==> config.mk <==
export PLATFORM = sky130hd
export DESIGN_NAME = regfile_wb_scheduler_flat
export DESIGN_NICKNAME = d
export VERILOG_FILES = /design/src/rtl/regfile_wb_scheduler_pkg.sv /design/src/rtl/regfile_wb_scheduler_if.sv /design/src/rtl/regfile_wb_scheduler_rr_arbiter2.sv /design/src/rtl/regfile_wb_scheduler.sv /design/src/flat_wrapper.sv
export SDC_FILE = /design/constraint.sdc
export NUM_CORES = 1
export LEC_CHECK = 0
export BUFFER_PORTS_ARGS = -buffer_cell sky130_fd_sc_hd__buf_2
export CORE_MARGIN = 5
export CORE_UTILIZATION = 40
export DETAILED_ROUTE_END_ITERATION = 8
export MAX_ROUTING_LAYER = met4
export SYNTH_ARGS = -nofsm -noshare
export SYNTH_HDL_FRONTEND = slang
export SYNTH_SLANG_ARGS = --single-unit
==> constraint.sdc <==
create_clock -name CLK -period 5.2 [get_ports CLK]
set_input_delay 1.04 -clock CLK [delete_from_list [all_inputs] [get_ports CLK]]
set_output_delay 1.04 -clock CLK [all_outputs]
set_load 0.1 [all_outputs]
==> src/rtl/regfile_wb_scheduler_pkg.sv <==
// Shared sizes, types and writeback source encoding for the writeback scheduler.
package regfile_wb_scheduler_pkg;
  localparam int NREG = 32;
  localparam int AW   = $clog2(NREG);
  localparam int DW   = 32;
  localparam int CW   = 2;

  typedef logic [AW-1:0] reg_idx_t;
  typedef logic [DW-1:0] data_t;
  typedef logic [CW-1:0] cnt_t;

  // Highest pending count a register may reach before issue is held.
  localparam cnt_t CNT_MAX = '1;

  typedef enum logic {
    WB_ALU = 1'b0,
    WB_MEM = 1'b1
  } wb_src_e;
endpackage

==> src/rtl/regfile_wb_scheduler_if.sv <==
// Issue and writeback-request bundle between the pipeline and the scheduler.
interface regfile_wb_scheduler_if import regfile_wb_scheduler_pkg::*; ();
  logic     iss_valid;
  reg_idx_t iss_rd;
  reg_idx_t iss_rs1;
  reg_idx_t iss_rs2;
  logic     iss_stall;

  logic     alu_valid;
  logic     alu_ready;
  reg_idx_t alu_rd;
  data_t    alu_data;

  logic     mem_valid;
  logic     mem_ready;
  reg_idx_t mem_rd;
  data_t    mem_data;

  modport master (
    output iss_valid, iss_rd, iss_rs1, iss_rs2,
    output alu_valid, alu_rd, alu_data,
    output mem_valid, mem_rd, mem_data,
    input  iss_stall, alu_ready, mem_ready
  );

  modport slave (
    input  iss_valid, iss_rd, iss_rs1, iss_rs2,
    input  alu_valid, alu_rd, alu_data,
    input  mem_valid, mem_rd, mem_data,
    output iss_stall, alu_ready, mem_ready
  );
endinterface

==> src/rtl/regfile_wb_scheduler_rr_arbiter2.sv <==
// Two-requester round-robin arbiter; the pointer only moves after a contended grant.
module rr_arbiter2 import regfile_wb_scheduler_pkg::*; (
  input  logic       CLK,
  input  logic       RESET,
  input  logic [1:0] req,
  output logic [1:0] grant
);
  wb_src_e ptr;

  // Uncontested requests pass straight through; a tie goes to the pointed source.
  always_comb begin
    grant = req;
    if (&req) grant = (ptr == WB_ALU) ? 2'b01 : 2'b10;
  end

  // Hand preference to the loser after every contended cycle.
  always_ff @(posedge CLK or negedge RESET) begin
    if (!RESET)    ptr <= WB_ALU;
    else if (&req) ptr <= (ptr == WB_ALU) ? WB_MEM : WB_ALU;
  end
endmodule

==> src/rtl/regfile_wb_scheduler.sv <==
// Register-file write-port owner: writeback arbitration, commit register and
// per-register pending-write scoreboard driving the issue stall.
module regfile_wb_scheduler import regfile_wb_scheduler_pkg::*; (
  input  logic                    CLK,
  input  logic                    RESET,
  regfile_wb_scheduler_if.slave   bus,
  output logic                    RegWrite,
  output reg_idx_t                WriteReg,
  output data_t                   WriteData,
  output logic [NREG-1:0]         busy_vec,
  output logic                    sb_err
);
  logic [1:0]      grant;
  logic            iss_fire;
  logic            err_nxt;
  logic [NREG-1:0] busy_eff;
  cnt_t            cnt     [NREG];
  cnt_t            cnt_nxt [NREG];

  rr_arbiter2 u_arb (
    .CLK   (CLK),
    .RESET (RESET),
    .req   ({bus.mem_valid, bus.alu_valid}),
    .grant (grant)
  );

  assign bus.alu_ready = grant[0];
  assign bus.mem_ready = grant[1];

  // Latch the granted request into the write port; x0 writes take the slot but never enable.
  always_ff @(posedge CLK or negedge RESET) begin
    if (!RESET) begin
      RegWrite  <= 1'b0;
      WriteReg  <= '0;
      WriteData <= '0;
    end else if (grant[0]) begin
      RegWrite  <= (bus.alu_rd != '0);
      WriteReg  <= bus.alu_rd;
      WriteData <= bus.alu_data;
    end else if (grant[1]) begin
      RegWrite  <= (bus.mem_rd != '0);
      WriteReg  <= bus.mem_rd;
      WriteData <= bus.mem_data;
    end else begin
      RegWrite  <= 1'b0;
    end
  end

  assign iss_fire = bus.iss_valid & ~bus.iss_stall & (bus.iss_rd != '0);

  // Next pending counts: issue increments, commit decrements, both cancel; underflow is flagged.
  always_comb begin
    err_nxt = sb_err;
    for (int r = 0; r < NREG; r++) begin
      cnt_nxt[r] = cnt[r];
      if (r != 0) begin
        if (iss_fire && bus.iss_rd == reg_idx_t'(r) &&
            !(RegWrite && WriteReg == reg_idx_t'(r))) begin
          cnt_nxt[r] = cnt[r] + 1'b1;
        end else if (RegWrite && WriteReg == reg_idx_t'(r) &&
                     !(iss_fire && bus.iss_rd == reg_idx_t'(r))) begin
          if (cnt[r] == '0) err_nxt = 1'b1;
          else              cnt_nxt[r] = cnt[r] - 1'b1;
        end
      end else begin
        cnt_nxt[r] = '0;
      end
    end
  end

  // Scoreboard state, its registered busy view and the sticky error flag.
  always_ff @(posedge CLK or negedge RESET) begin
    if (!RESET) begin
      for (int r = 0; r < NREG; r++) cnt[r] <= '0;
      busy_vec <= '0;
      sb_err   <= 1'b0;
    end else begin
      for (int r = 0; r < NREG; r++) begin
        cnt[r]      <= cnt_nxt[r];
        busy_vec[r] <= (cnt_nxt[r] != '0);
      end
      sb_err <= err_nxt;
    end
  end

  // A register being committed this cycle is forwarded by the file, so it reads as ready.
  always_comb begin
    for (int r = 0; r < NREG; r++) begin
      busy_eff[r] = (cnt[r] - cnt_t'(RegWrite && WriteReg == reg_idx_t'(r))) != '0;
    end
  end

  // Hold issue on RAW against pending sources, or when the destination count is full.
  always_comb begin
    bus.iss_stall = bus.iss_valid &
                    ((busy_eff[bus.iss_rs1] & (bus.iss_rs1 != '0)) |
                     (busy_eff[bus.iss_rs2] & (bus.iss_rs2 != '0)) |
                     ((cnt[bus.iss_rd] == CNT_MAX) & (bus.iss_rd != '0)));
  end
endmodule

==> src/flat_wrapper.sv <==
// flat-port wrapper written by rule: the top's interface ports become plain ports
module regfile_wb_scheduler_flat import regfile_wb_scheduler_pkg::*;
  (CLK, RESET, RegWrite, WriteReg, WriteData, busy_vec, sb_err, bus_iss_valid, bus_iss_rd, bus_iss_rs1, bus_iss_rs2, bus_alu_valid, bus_alu_rd, bus_alu_data, bus_mem_valid, bus_mem_rd, bus_mem_data, bus_iss_stall, bus_alu_ready, bus_mem_ready);
  regfile_wb_scheduler_if bus_i ();
  input  logic CLK;
  input  logic RESET;
  output logic RegWrite;
  output reg_idx_t WriteReg;
  output data_t WriteData;
  output logic [NREG-1:0] busy_vec;
  output logic sb_err;
  input wire logic [$bits(bus_i.iss_valid)-1:0] bus_iss_valid;
  input wire logic [$bits(bus_i.iss_rd)-1:0] bus_iss_rd;
  input wire logic [$bits(bus_i.iss_rs1)-1:0] bus_iss_rs1;
  input wire logic [$bits(bus_i.iss_rs2)-1:0] bus_iss_rs2;
  input wire logic [$bits(bus_i.alu_valid)-1:0] bus_alu_valid;
  input wire logic [$bits(bus_i.alu_rd)-1:0] bus_alu_rd;
  input wire logic [$bits(bus_i.alu_data)-1:0] bus_alu_data;
  input wire logic [$bits(bus_i.mem_valid)-1:0] bus_mem_valid;
  input wire logic [$bits(bus_i.mem_rd)-1:0] bus_mem_rd;
  input wire logic [$bits(bus_i.mem_data)-1:0] bus_mem_data;
  output wire logic [$bits(bus_i.iss_stall)-1:0] bus_iss_stall;
  output wire logic [$bits(bus_i.alu_ready)-1:0] bus_alu_ready;
  output wire logic [$bits(bus_i.mem_ready)-1:0] bus_mem_ready;
  assign bus_i.iss_valid = bus_iss_valid;
  assign bus_i.iss_rd = bus_iss_rd;
  assign bus_i.iss_rs1 = bus_iss_rs1;
  assign bus_i.iss_rs2 = bus_iss_rs2;
  assign bus_i.alu_valid = bus_alu_valid;
  assign bus_i.alu_rd = bus_alu_rd;
  assign bus_i.alu_data = bus_alu_data;
  assign bus_i.mem_valid = bus_mem_valid;
  assign bus_i.mem_rd = bus_mem_rd;
  assign bus_i.mem_data = bus_mem_data;
  assign bus_iss_stall = bus_i.iss_stall;
  assign bus_alu_ready = bus_i.alu_ready;
  assign bus_mem_ready = bus_i.mem_ready;
  regfile_wb_scheduler u_core (.CLK(CLK), .RESET(RESET), .bus(bus_i), .RegWrite(RegWrite), .WriteReg(WriteReg), .WriteData(WriteData), .busy_vec(busy_vec), .sb_err(sb_err));
endmodule
## Word level (Yosys, flattened, before mapping)

Cells that the tools add are included.

- Register bits: 133

- Add/sub/neg operators: 94
- Magnitude comparators: 3
- Bitwise gates (word level): 10
- Reductions and logical operators: 289
- Multiplexer cells: 202
- Equal/unequal tests: 63

Operators by type and width:

| kind | count |
|---|---|
| 2-to-1 mux 2 bit | 97 |
| == test 5 bit, second input constant | 32 |
| nonzero test 2 bit | 64 |
| logical AND 1 bit | 125 |
| 2-to-1 mux 1 bit | 98 |
| == test 5 x 4 -> 1 bit, second input constant | 16 |
| 2-to-1 mux 32 bit | 2 |
| adder 2 x 1 -> 2 bit, second input constant | 31 |
| logical NOT 1 bit | 62 |
| logical NOT 2 bit | 31 |
| subtractor 2 x 1 -> 2 bit | 31 |
| subtractor 2 x 1 -> 2 bit, second input constant | 31 |
| == test 5 x 3 -> 1 bit, second input constant | 8 |
| nonzero test 5 bit | 5 |
| == test 5 x 2 -> 1 bit, second input constant | 4 |
| less-than comparator 5 x 6 -> 1 bit, second input constant | 2 |
| binary-select mux 1 bit (select 5 bit) | 2 |
| binary-select mux 2 bit (select 5 bit) | 1 |
| == test 5 x 1 -> 1 bit, second input constant | 2 |
| 2-to-1 mux 5 bit | 2 |
| bitwise AND 1 bit | 6 |
| greater-or-equal comparator 6 bit, second input constant | 1 |
| inverter 5 -> 6 bit | 1 |
| logical NOT 5 bit | 1 |
| 5 further kinds | 6 |

## Longest topological paths before layout

Gate-level depths: netlist of run 1.

- Depth after elaboration: 108
- Mapped depth: 17

## Modules after synthesis

From an unflattened synthesis of run 1, not the netlist that was laid out.

- Cells, all modules: 1143
- Area, all modules: 9952.0 um^2

By module, submodules not included:

| module | seq. area each (um^2) | times used | cells each | area each (um^2) |
|---|---|---|---|---|
| regfile_wb_scheduler | 3303.2 | 1 | 1137 | 9895.7 |
| rr_arbiter2 | 25.0 | 1 | 6 | 56.3 |

## Worst setup path after synthesis of run 1

Ideal clock, no wire load.

- Kind: register to output
- Start point: reg u_core.WriteReg[1]
- End point: out bus_iss_stall
- Setup slack: 0.434 ns
- Buffers on the path: 4
- Arrival: 3.726 ns
- Stages on the path, launching flop included: 13
- Data required time: 4.160 ns
- Cells stage by stage: dfrtp_1 -> buf_2 -> and2_0 -> clkbuf_1 -> clkbuf_1 -> nand2_1 -> a2111oi_0 -> a211oi_1 -> o211ai_1 -> a21boi_1 -> nand3_1 -> clkbuf_1 -> and2_1

- Word-level cells in the longest chain between the ends: 10
- Elaborated cells between the ends (all ways): 137

Ends and longest elaborated chain:

| what | line | RTL |
|---|---|---|
| start, declared | regfile_wb_scheduler.sv:8 | `output reg_idx_t WriteReg,` |
| start signal, assigned | regfile_wb_scheduler.sv:38 | `WriteReg <= bus.alu_rd;` |
| start signal, assigned | regfile_wb_scheduler.sv:42 | `WriteReg <= bus.mem_rd;` |
| == test 5 x 1 -> 1 bit, or another cell as far along | regfile_wb_scheduler.sv:89 | `busy_eff[r] = (cnt[r] - cnt_t'(RegWrite && WriteReg == reg_idx_t'(r))) != '0;` |
| logical AND 1 bit | regfile_wb_scheduler.sv:89 |  |
| subtractor 2 x 1 -> 2 bit / subtractor 1 x 1 -> 2 bit (equally long branches) | regfile_wb_scheduler.sv:89 |  |
| nonzero test 2 bit | regfile_wb_scheduler.sv:89 |  |
| binary-select mux 1 bit (select 5 bit), on equally long branches | regfile_wb_scheduler.sv:96, regfile_wb_scheduler.sv:97 |  |
| 2-to-1 mux 1 bit, on equally long branches | regfile_wb_scheduler.sv:96, regfile_wb_scheduler.sv:97 |  |
| bitwise AND 1 bit, on equally long branches | regfile_wb_scheduler.sv:96, regfile_wb_scheduler.sv:97 |  |
| OR 1 bit * | regfile_wb_scheduler.sv:96 | `((busy_eff[bus.iss_rs1] & (bus.iss_rs1 != '0)) \|` |
| OR 1 bit * | regfile_wb_scheduler.sv:97 | `(busy_eff[bus.iss_rs2] & (bus.iss_rs2 != '0)) \|` |
| bitwise AND 1 bit * | regfile_wb_scheduler.sv:95 | `bus.iss_stall = bus.iss_valid &` |
| end, declared | flat_wrapper.sv:22 | `output wire logic [$bits(bus_i.iss_stall)-1:0] bus_iss_stall;` |

Every way passes the cells marked *; elsewhere a longest branch is shown, timed or not. The select of a mux whose other input is x is not followed.

## Worst setup path in the final report of run 1

- Start point: reg u_core.WriteReg[4]
- End point: out bus_iss_stall

The elaborated chain is that of the path after synthesis.

==> flow_summary_export.csv, run 1 <==
group,metric,value,unit
outcome,status,"finished, final reports clean",
worst_setup_path,critPathLaunch,"u_core.WriteReg[4]",
grt,track_usage,0.267,
detailed_routing,wl,38.1,mm
floorplanning,dieHeight,169,um
detailed_routing,drtIter0Drc,851,
worst_hold_path,min_path_type,"register to register",
logic_synthesis,ys.flop_type,"dfrtp_1",
logic_synthesis,synth_top_cell_area_share,0.328,
worst_setup_path,reg2regPathDepth,12,
logic_synthesis,synth_area,10100,um2
logic_synthesis,synth-async-reset-ratio,1.00,
power_and_ir_drop,leakage,5.73,nW
worst_setup_path,cp-start-kind,"register",
timing,tns,0,ns
grt,grt-busiest-layer,"met2",
timing,slew_headroom,0.319,
worst_setup_path,worstSetupPathType,"register to primary output",
clock_network,clock_latency,0.44,ns
worst_setup_path,r2r_end,"u_core.sb_err",
timing,max_freq,196,MHz
place,io_buffers,166,
place,gp_congestion,1.09,
worst_hold_path,hold_end,"u_core.WriteData[22]",
timing,fin_crit_sh,0.980,
detailed_routing,drt_pass1_iterations,6,
finish,final_nets,1561,
grt,antenna_found_initial,1,
clock_network,clock_sinks,133,
timing,finalCriticalPeriod,5.10,ns
clock_network,clk_pin_slew,0.08,ns
detailed_routing,drt-wirelength-per-cell,22.2,um
detailed_routing,ant_nets,0,
finish,drive_above_1_share,0.232,
logic_synthesis,synth_fp_nets,1369,
floorplanning,core-area,25000,um2
grt,grt_pass1_wl,58.0,mm
timing,hold_viol_final,0,
finish,multiInputGateArea,6230,um2
clock_network,cts_htree_levels,4,
clock_network,cts_setup_buffers,0,
grt,use_met2,0.431,
grt,grtUsageMet1,0.334,
logic_synthesis,synth_edf_count,0,
timing,slew_viol_final,0,
clock_network,clock_path_buffers,2,
grt,first_global_vias,9964,
logic_synthesis,ys_ff_latch,133,
worst_setup_path,worstPathArrival,4.06,ns
timing,rsz0062_at_grt,"no",
detailed_routing,drc,0,
worst_setup_path,rr_startpoint,"u_core.WriteReg[4]",
logic_synthesis,avgSynthCellArea,8.57,um2
grt,grt_max_degree,71,
clock_network,clockRootBuffer,"clkbuf_16",
finish,regArea,3330,um2
logic_synthesis,ys_seq_area_frac,0.328,
floorplanning,ios,168,
worst_setup_path,cp_data_required_time,4.16,ns
floorplanning,die-width,169,um
flow_run,cap_violations,0,
clock_network,holdBufCountCts,0,
grt,grt_overflow_total,0,
clock_network,cts_tree,"done",
worst_setup_path,cp-end-kind,"primary output",
timing,setup_viol,0,
power_and_ir_drop,power_density,584,nW/um2
detailed_routing,via_per_inst,5.97,
place,dp_hpwl,29.5,mm
logic_synthesis,synthCells,1182,
worst_hold_path,hold_start,"u_core.WriteData[22]",
logic_synthesis,yosysUniqueCellTypes,83,
floorplanning,die_area,28600,um2
logic_synthesis,synth.top_cells.by_area,"dfrtp_1 33%, ha_1 11%, nand2_1 3.7%",
clock_network,cts_resized,0,
floorplanning,rows,58,
worst_setup_path,reg2reg_slack,0.18,ns
finish,syn_to_final_growth,21.2,%
logic_synthesis,synth_top_area_cell,"dfrtp_1",
timing,tightest_slew,1.02,ns
detailed_routing,vias,10300,
power_and_ir_drop,power.ir.vdd_worst,357,uV
worst_hold_path,min_path_cells,2,
finish,fillers,2426,
timing,finClkSkew,0.0113,ns
clock_network,cts-buffers-inserted,17,
power_and_ir_drop,power,7.17,mW
floorplanning,start_util,0.405,
logic_synthesis,ys_warn_count,0,
grt,use_met3,0.0482,
worst_setup_path,path_max_fanout,10,
==> critical path: stages (launching register included) <==
cell and delay, ns:
dfrtp_1 0.46, nor2_1 0.81, a21oi_1 0.23, o31ai_1 0.39, nand4_1 0.16, nor4_1 0.57
and3_1 0.29, buf_4 0.13, nand3_1 0.16, and2_1 0.24, buf_12 0.17
==> how the worst max path moves through the flow <==
stage,end,slack [ns],cells after the start
floorplan,bus_iss_stall,0.43,12
global placement,u_core.sb_err,0.22,13
detailed placement,u_core.sb_err,0.20,14
CTS,bus_iss_stall,0.23,11
global route,bus_iss_stall,0.08,11
finish,bus_iss_stall,0.10,10
==> state kept, by name, summed over array words and instances, names as in the netlist <==
signal / count
u_core.busy_vec: 31
u_core.cnt: 62
u_core.sb_err: 1
u_core.u_arb.ptr: 1
u_core.RegWrite: 1
u_core.WriteData: 32
u_core.WriteReg: 5
==> cells in the mapped netlist, types with 7 or more instances <==
cell        n
mux2i_1    37
mux2_2      7
a22oi_1    10
nor2_1     70
a211oi_1   16
o211ai_1    8
dfrtp_1   133
buf_2      16
and4_1     12
nor3_1     65
a21oi_1    45
and2_1     10
nor4_1     15
o22ai_1    18
nand2_1   101
clkbuf_1   35
nand3_1    58
o31ai_1     8
nand2b_1   18
or2_2      24
and3_1     13
nand3b_1    8
nor2b_1    19
nand4_1    27
or3_1       9
inv_1      85
ha_1       93
a31oi_1    16
o21ai_0    62
a311o_1     7
==> where the power goes <==
part / total, mW / switching, mW / internal [mW]
clock: 1.32 / 0.578 / 0.740
sequential: 1.92 / 0.485 / 1.44
combinational: 3.93 / 2.93 / 0.997
total: 7.17 / 4.00 / 3.17
==> cell usage in the layout, fill, tap and decap left out, types with 6 or more instances in the layout <==
cell type,n
a211oi_1,16
a21boi_0,6
a21oi_1,44
a22oi_1,10
a311o_1,7
a31oi_1,16
and2_1,10
and3_1,12
and4_1,12
buf_2,164
buf_4,68
clkbuf_16,17
dfrtp_1,133
ha_1,93
inv_1,85
mux2_2,7
mux2i_1,37
nand2_1,101
nand2b_1,18
nand3_1,58
nand3b_1,8
nand4_1,27
nor2_1,70
nor2b_1,19
nor3_1,65
nor3b_1,6
nor4_1,15
o2111ai_1,6
o211ai_1,8
o21ai_0,62
o22ai_1,18
o311ai_0,6
o31ai_1,8
or2_2,24
or3_1,9
==> stage by stage <==
| stage | utilization | std cells | cell area [um2] | setup WS [ns] | hold WS, ns |
|---|---|---|---|---|---|
| after floorplan | - | 1182 | 10100 | 0.434 | 0.502 |
| after global placement | 0.465 | 1685 | 11600 | 0.225 | 0.548 |
| after detailed placement | 0.465 | 1685 | 11600 | 0.202 | 0.556 |
| after CTS | 0.490 | 1717 | 12300 | 0.231 | 0.577 |
| after global routing | 0.490 | 1718 | 12300 | 0.0849 | 0.603 |
| final | 0.490 | 1718 | 12300 | 0.102 | 0.569 |
==> area by class of cell <==
class / instances / area share
Antenna cell: 1 / 0.000204
Inverter: 85 / 0.0260
Sequential cell: 133 / 0.271
Tap cell: 330 / 0.0336
Clock buffer: 17 / 0.0346
Timing Repair Buffer: 234 / 0.111
Multi-Input combinational cell: 903 / 0.507
Clock inverter: 15 / 0.0164
==> cell families (layout without fill, tap and decap cells) <==
family / count (synthesis) / after routing / share of synthesized area
adders and majority gates: 93 / 93 / 0.115
buffers and inverters: 146 / 351 / 0.0594
other: 1 / 2 / 0.000370
muxes: 49 / 49 / 0.0554
xor gates and xnor gates: 4 / 4 / 0.00346
AOI/OAI and AO/OA: 268 / 268 / 0.179
DFF: 133 / 133 / 0.328
and+or+nand+nor: 488 / 488 / 0.259
==> metal layers <==
layer / up-vias / share of wire
met3: 120 / 0.073
met1: 4909 / 0.41
li1: 4712 / -
met2: 514 / 0.47
met4: 0 / 0.046
met5: - / 0
Note: power is estimated with default switching activity, not from simulation.
==> run 2, diff against run 1 <==
--- a/config.mk
+++ b/config.mk
@@ -10,6 +10,7 @@
 export CORE_UTILIZATION = 40
 export DETAILED_ROUTE_END_ITERATION = 8
 export MAX_ROUTING_LAYER = met4
+export REMOVE_ABC_BUFFERS = 1
 export SYNTH_ARGS = -nofsm -noshare
 export SYNTH_HDL_FRONTEND = slang
 export SYNTH_SLANG_ARGS = --single-unit
==> flow_summary_export.csv, run 2 (same netlist as run 1, synthesis figures left out) <==
group,metric,value,unit
timing,finClkSkew,0.0165,ns
clock_network,clockRootBuffer,"clkbuf_16",
floorplanning,rows,58,
worst_setup_path,path_max_fanout,36,
worst_setup_path,worstPathCellList,"buf_4 > and4_1 > a21oi_1 > o31ai_1 > nand4_1 > nor4_1 > and3_1 > and3_2 > buf_12 > a21oi_1 > a2111oi_0 > buf_4 > nand4_1 > or4_1",
power_and_ir_drop,leakage,5.59,nW
flow_run,cap_violations,0,
worst_hold_path,min_path_type,"register to register",
detailed_routing,vias,10100,
finish,syn_to_final_growth,19.2,%
grt,grt_overflow_total,0,
timing,tns,0,ns
place,dp_hpwl,29.2,mm
timing,hold_viol_final,0,
finish,largest_reg_flops,62,
detailed_routing,via_per_inst,5.95,
timing,slew_headroom,0.269,
clock_network,cts-buffers-inserted,17,
timing,tightest_slew,1.08,ns
detailed_routing,drc,0,
finish,drive_above_1_share,0.220,
clock_network,holdBufCountCts,0,
floorplanning,die-width,169,um
power_and_ir_drop,power_density,581,nW/um2
clock_network,clk_pin_slew,0.07,ns
detailed_routing,ant_nets,0,
finish,fillers,2445,
grt,grt_pass1_wl,57.5,mm
clock_network,cts_tree,"done",
timing,worst_hold_slack,0.569,ns
floorplanning,die_area,28600,um2
worst_setup_path,slowest_stage,"dfrtp_1",
timing,setup_viol,0,
power_and_ir_drop,power.ir.vdd_worst,355,uV
floorplanning,start_util,0.405,
clock_network,clock_path_buffers,2,
grt,first_global_vias,9884,
clock_network,cts_htree_levels,4,
clock_network,clock_latency,0.44,ns
floorplanning,ios,168,
timing,slew_viol_final,0,
clock_network,clock_sinks,133,
worst_setup_path,worstPathArrival,5.25,ns
detailed_routing,drt-wirelength-per-cell,22.1,um
finish,final_cell_mix,"164 x buf_2, 131 x dfrtp_1, 101 x nand2_1",
finish,antenna_cells,0,
worst_setup_path,cp-start-kind,"register",
place,gp_congestion,1.04,
clock_network,cts_setup_buffers,0,
detailed_routing,wl,37.4,mm
floorplanning,core-area,25000,um2
place,place_area,11500,um2
grt,track_usage,0.267,
grt,antenna_found_initial,0,
finish,regArea,3330,um2
finish,regMostFlops,"u_core.cnt",
finish,top_regs,"u_core.cnt (62), u_core.WriteData (32), u_core.busy_vec (31)",
timing,fin_crit_sh,0.950,
clock_network,cts_resized,0,
timing,rsz0062_at_grt,"no",
finish,final_cell_area,12100,um2
grt,grt_max_degree,89,
detailed_routing,drtIter0Drc,1008,
worst_setup_path,cp_data_required_time,5.51,ns
worst_setup_path,worstSetupPathType,"register to register",
timing,max_freq,202,MHz
timing,finalCriticalPeriod,4.94,ns
finish,final_common_cell,"buf_2",
worst_setup_path,cpPeakStageDelay,0.68,ns
worst_setup_path,cp-end-kind,"register",
place,io_buffers,166,
floorplanning,dieHeight,169,um
power_and_ir_drop,power,7.01,mW
finish,final_nets,1534,
finish,multiInputGateArea,6240,um2
detailed_routing,drt_pass1_iterations,5,
outcome,status,"finished, final reports clean",
[run 2: changes by cell type in the layout (fill, tap and decap cells not counted), moves of 2 or more]
cell	before	now
bufinv_16	2	0
inv_8	5	7
dfrtp_2	0	2
dfrtp_1	133	131
buf_4	68	40
[run 2: metrics by stage]
step / instances / util / setup slack, ns
global placement: 1658 / 0.458 / 0.243
detailed placement: 1658 / 0.458 / 0.128
finish: 1690 / 0.482 / 0.258
global route: 1690 / 0.482 / 0.0384
CTS: 1690 / 0.482 / 0.135
floorplan: 1121 / - / -0.613
[run 2: worst paths after layout]
check	from	endpoint	slack, ns	cells past startpoint
max	u_core.RegWrite	u_core.sb_err	0.26	14
min	u_core.cnt[19]	u_core.cnt[19]	0.57	2
max reg2reg	u_core.RegWrite	u_core.sb_err	0.26	14
min reg2reg	u_core.cnt[19]	u_core.cnt[19]	0.57	2
max in group asynchronous	RESET	u_core.busy_vec[31]	3.45	2
min in group asynchronous	RESET	u_core.busy_vec[3]	0.65	1
[run 2: layer usage]
metal,up-vias,routed length (um),global-route usage
met5,-,0,-
met4,0,1370,0.0917
met3,93,2670,0.0464
met2,462,17300,0.422
met1,4836,16100,0.348
li1,4665,-,-
[run 2: cell type report]
class,instances,share of cell area
Clock buffer,17,0.0352
Inverter,85,0.0264
Multi-Input combinational cell,903,0.517
Tap cell,330,0.0342
Sequential cell,133,0.276
Clock inverter,15,0.0141
Timing Repair Buffer,207,0.0971
[run 2: power by group]
part	switching (mW)	internal, mW
Sequential	0.508	1.44
Clock	0.585	0.650
Combinational	2.86	0.967
[run 2: worst max-delay path: cells and delay by family (launching register included)]
kind / cells / cell delay (ns)
buf+inv: 3 / 0.65
simple gates: 7 / 2.25
flops: 1 / 0.68
compound gates: 4 / 1.22
==> run 3, diff against run 2 <==
--- a/config.mk
+++ b/config.mk
@@ -10,6 +10,7 @@
 export CORE_UTILIZATION = 40
 export DETAILED_ROUTE_END_ITERATION = 8
 export MAX_ROUTING_LAYER = met4
+export PLACE_DENSITY = 0.63
 export REMOVE_ABC_BUFFERS = 1
 export SYNTH_ARGS = -nofsm -noshare
 export SYNTH_HDL_FRONTEND = slang
==> flow_summary_export.csv, run 3 (same netlist as run 1, synthesis figures left out) <==
group,metric,value,unit
timing,tns,0,ns
place,gp_congestion,1.03,
finish,largest_reg_flops,62,
place,place_area,11500,um2
clock_network,clk_pin_slew,0.07,ns
worst_setup_path,cp_data_required_time,5.51,ns
clock_network,cts-buffers-inserted,17,
worst_setup_path,reg2reg_slack,0.23,ns
detailed_routing,drtIter0Drc,887,
grt,antenna_found_initial,0,
grt,grt_max_degree,70,
place,pre_cts_ws,0.104,ns
finish,drive_above_1_share,0.219,
timing,slew_viol_final,0,
detailed_routing,ant_nets,0,
outcome,status,"finished, final reports clean",
worst_setup_path,path_max_fanout,18,
floorplanning,start_util,0.405,
finish,final_cell_mix,"165 x buf_2, 133 x dfrtp_1, 101 x nand2_1",
timing,finClkSkew,0.0111,ns
clock_network,cts_setup_buffers,0,
finish,final_nets,1536,
detailed_routing,drc,0,
floorplanning,die-width,169,um
detailed_routing,drt_pass1_iterations,5,
floorplanning,dieHeight,169,um
worst_setup_path,worstPathArrival,5.28,ns
finish,regMostFlops,"u_core.cnt",
timing,tightest_slew,0.874,ns
power_and_ir_drop,power,7.03,mW
timing,hold_viol_final,0,
finish,top_regs,"u_core.cnt (62), u_core.WriteData (32), u_core.busy_vec (31)",
timing,finalCriticalPeriod,4.97,ns
clock_network,clockRootBuffer,"clkbuf_16",
floorplanning,core-area,25000,um2
power_and_ir_drop,power.ir.vdd_worst,547,uV
timing,rsz0062_at_grt,"no",
timing,setup_viol,0,
timing,worst_hold_slack,0.543,ns
floorplanning,ios,168,
worst_setup_path,reg2regPathDepth,12,
power_and_ir_drop,leakage,5.59,nW
grt,track_usage,0.266,
clock_network,clock_path_buffers,2,
worst_setup_path,r2r_end,"u_core.sb_err",
finish,final_cell_area,12100,um2
finish,syn_to_final_growth,19.1,%
worst_setup_path,cp-end-kind,"register",
grt,first_global_vias,9989,
timing,max_freq,201,MHz
detailed_routing,wl,37.6,mm
timing,fin_crit_sh,0.956,
clock_network,cts_htree_levels,4,
timing,setup_ws,0.226,ns
floorplanning,rows,58,
finish,fillers,2450,
timing,slew_headroom,0.417,
finish,final_common_cell,"buf_2",
clock_network,cts_tree,"done",
worst_setup_path,worstSetupPathType,"register to register",
worst_setup_path,rr_startpoint,"u_core.WriteReg[2]",
clock_network,clock_latency,0.44,ns
place,dp_hpwl,29.4,mm
flow_run,cap_violations,0,
clock_network,clock_sinks,133,
detailed_routing,vias,10200,
power_and_ir_drop,power_density,583,nW/um2
place,io_buffers,166,
worst_hold_path,min_path_type,"input port to async pin",
finish,antenna_cells,0,
floorplanning,die_area,28600,um2
grt,grt_overflow_total,0,
grt,grt_pass1_wl,57.5,mm
detailed_routing,drt-wirelength-per-cell,22.2,um
detailed_routing,via_per_inst,6.01,
worst_setup_path,cp-start-kind,"register",
==> run 3: per-layer routing <==
layer | routed length [um] | vias to the layer above | global-route usage
met5 | 0 | - | -
met4 | 1720 | 0 | 0.115
met3 | 3030 | 110 | 0.0508
met2 | 17100 | 523 | 0.417
met1 | 15700 | 4873 | 0.338
li1 | - | 4669 | -
==> run 3: layout make-up <==
| type | count | area [um2] | area share |
|---|---|---|---|
| inverters | 85 | 319 | 0.0264 |
| well taps | 330 | 413 | 0.0342 |
| flip-flops and latches | 133 | 3330 | 0.276 |
| multi-input cells | 903 | 6230 | 0.516 |
| clock buffers | 17 | 425 | 0.0353 |
| repair buffers | 209 | 1170 | 0.0972 |
| clock inverters | 15 | 176 | 0.0146 |
==> run 3: how the worst max path moves through the flow <==
stage	from	end	slack, ns	cells after the start
4_1_cts	u_core.WriteReg[4]	u_core.sb_err	0.18	12
3_5_place_dp	bus_iss_rd[0]	u_core.sb_err	0.10	13
2_1_floorplan	bus_alu_valid	bus_mem_ready	-0.61	3
5_1_grt	u_core.WriteReg[2]	u_core.sb_err	0.07	12
3_3_place_gp	bus_iss_rd[0]	u_core.sb_err	0.005	13
6_report	u_core.WriteReg[2]	u_core.sb_err	0.23	12
==> run 3: stage by stage <==
step	utilization	std cells
2_1_floorplan	-	1121
3_3_place_gp	0.458	1660
3_5_place_dp	0.458	1660
4_1_cts	0.482	1692
5_1_grt	0.482	1692
6_report	0.482	1692
==> run 3: repair_timing <==
item / CTS / global route
setup endpoints to repair: 0 / 2
hold buffers: 0 / 0
hold endpoints to repair: 0 / 0
gates resized for setup: 0 / 1
==> run 3: critical path: stages, from the launching register on <==
cell       delay [ns]
dfrtp_1          0.78
and4_1           0.52
nand4_1          0.26
and3_1           0.27
a2111o_1         0.39
nor4_1           0.24
and3_1           0.26
and3_2           0.36
buf_4            0.26
a21oi_1          0.14
a2111oi_0        0.64
nand4_1          0.27
or4_1            0.44
==> run 3: power by group <==
part | internal (mW) | switching, mW | leakage [nW]
combinational | 0.951 | 2.88 | 3.69
clock | 0.652 | 0.590 | 0.296
sequential | 1.44 | 0.516 | 1.60
total | 3.04 | 3.99 | 5.59
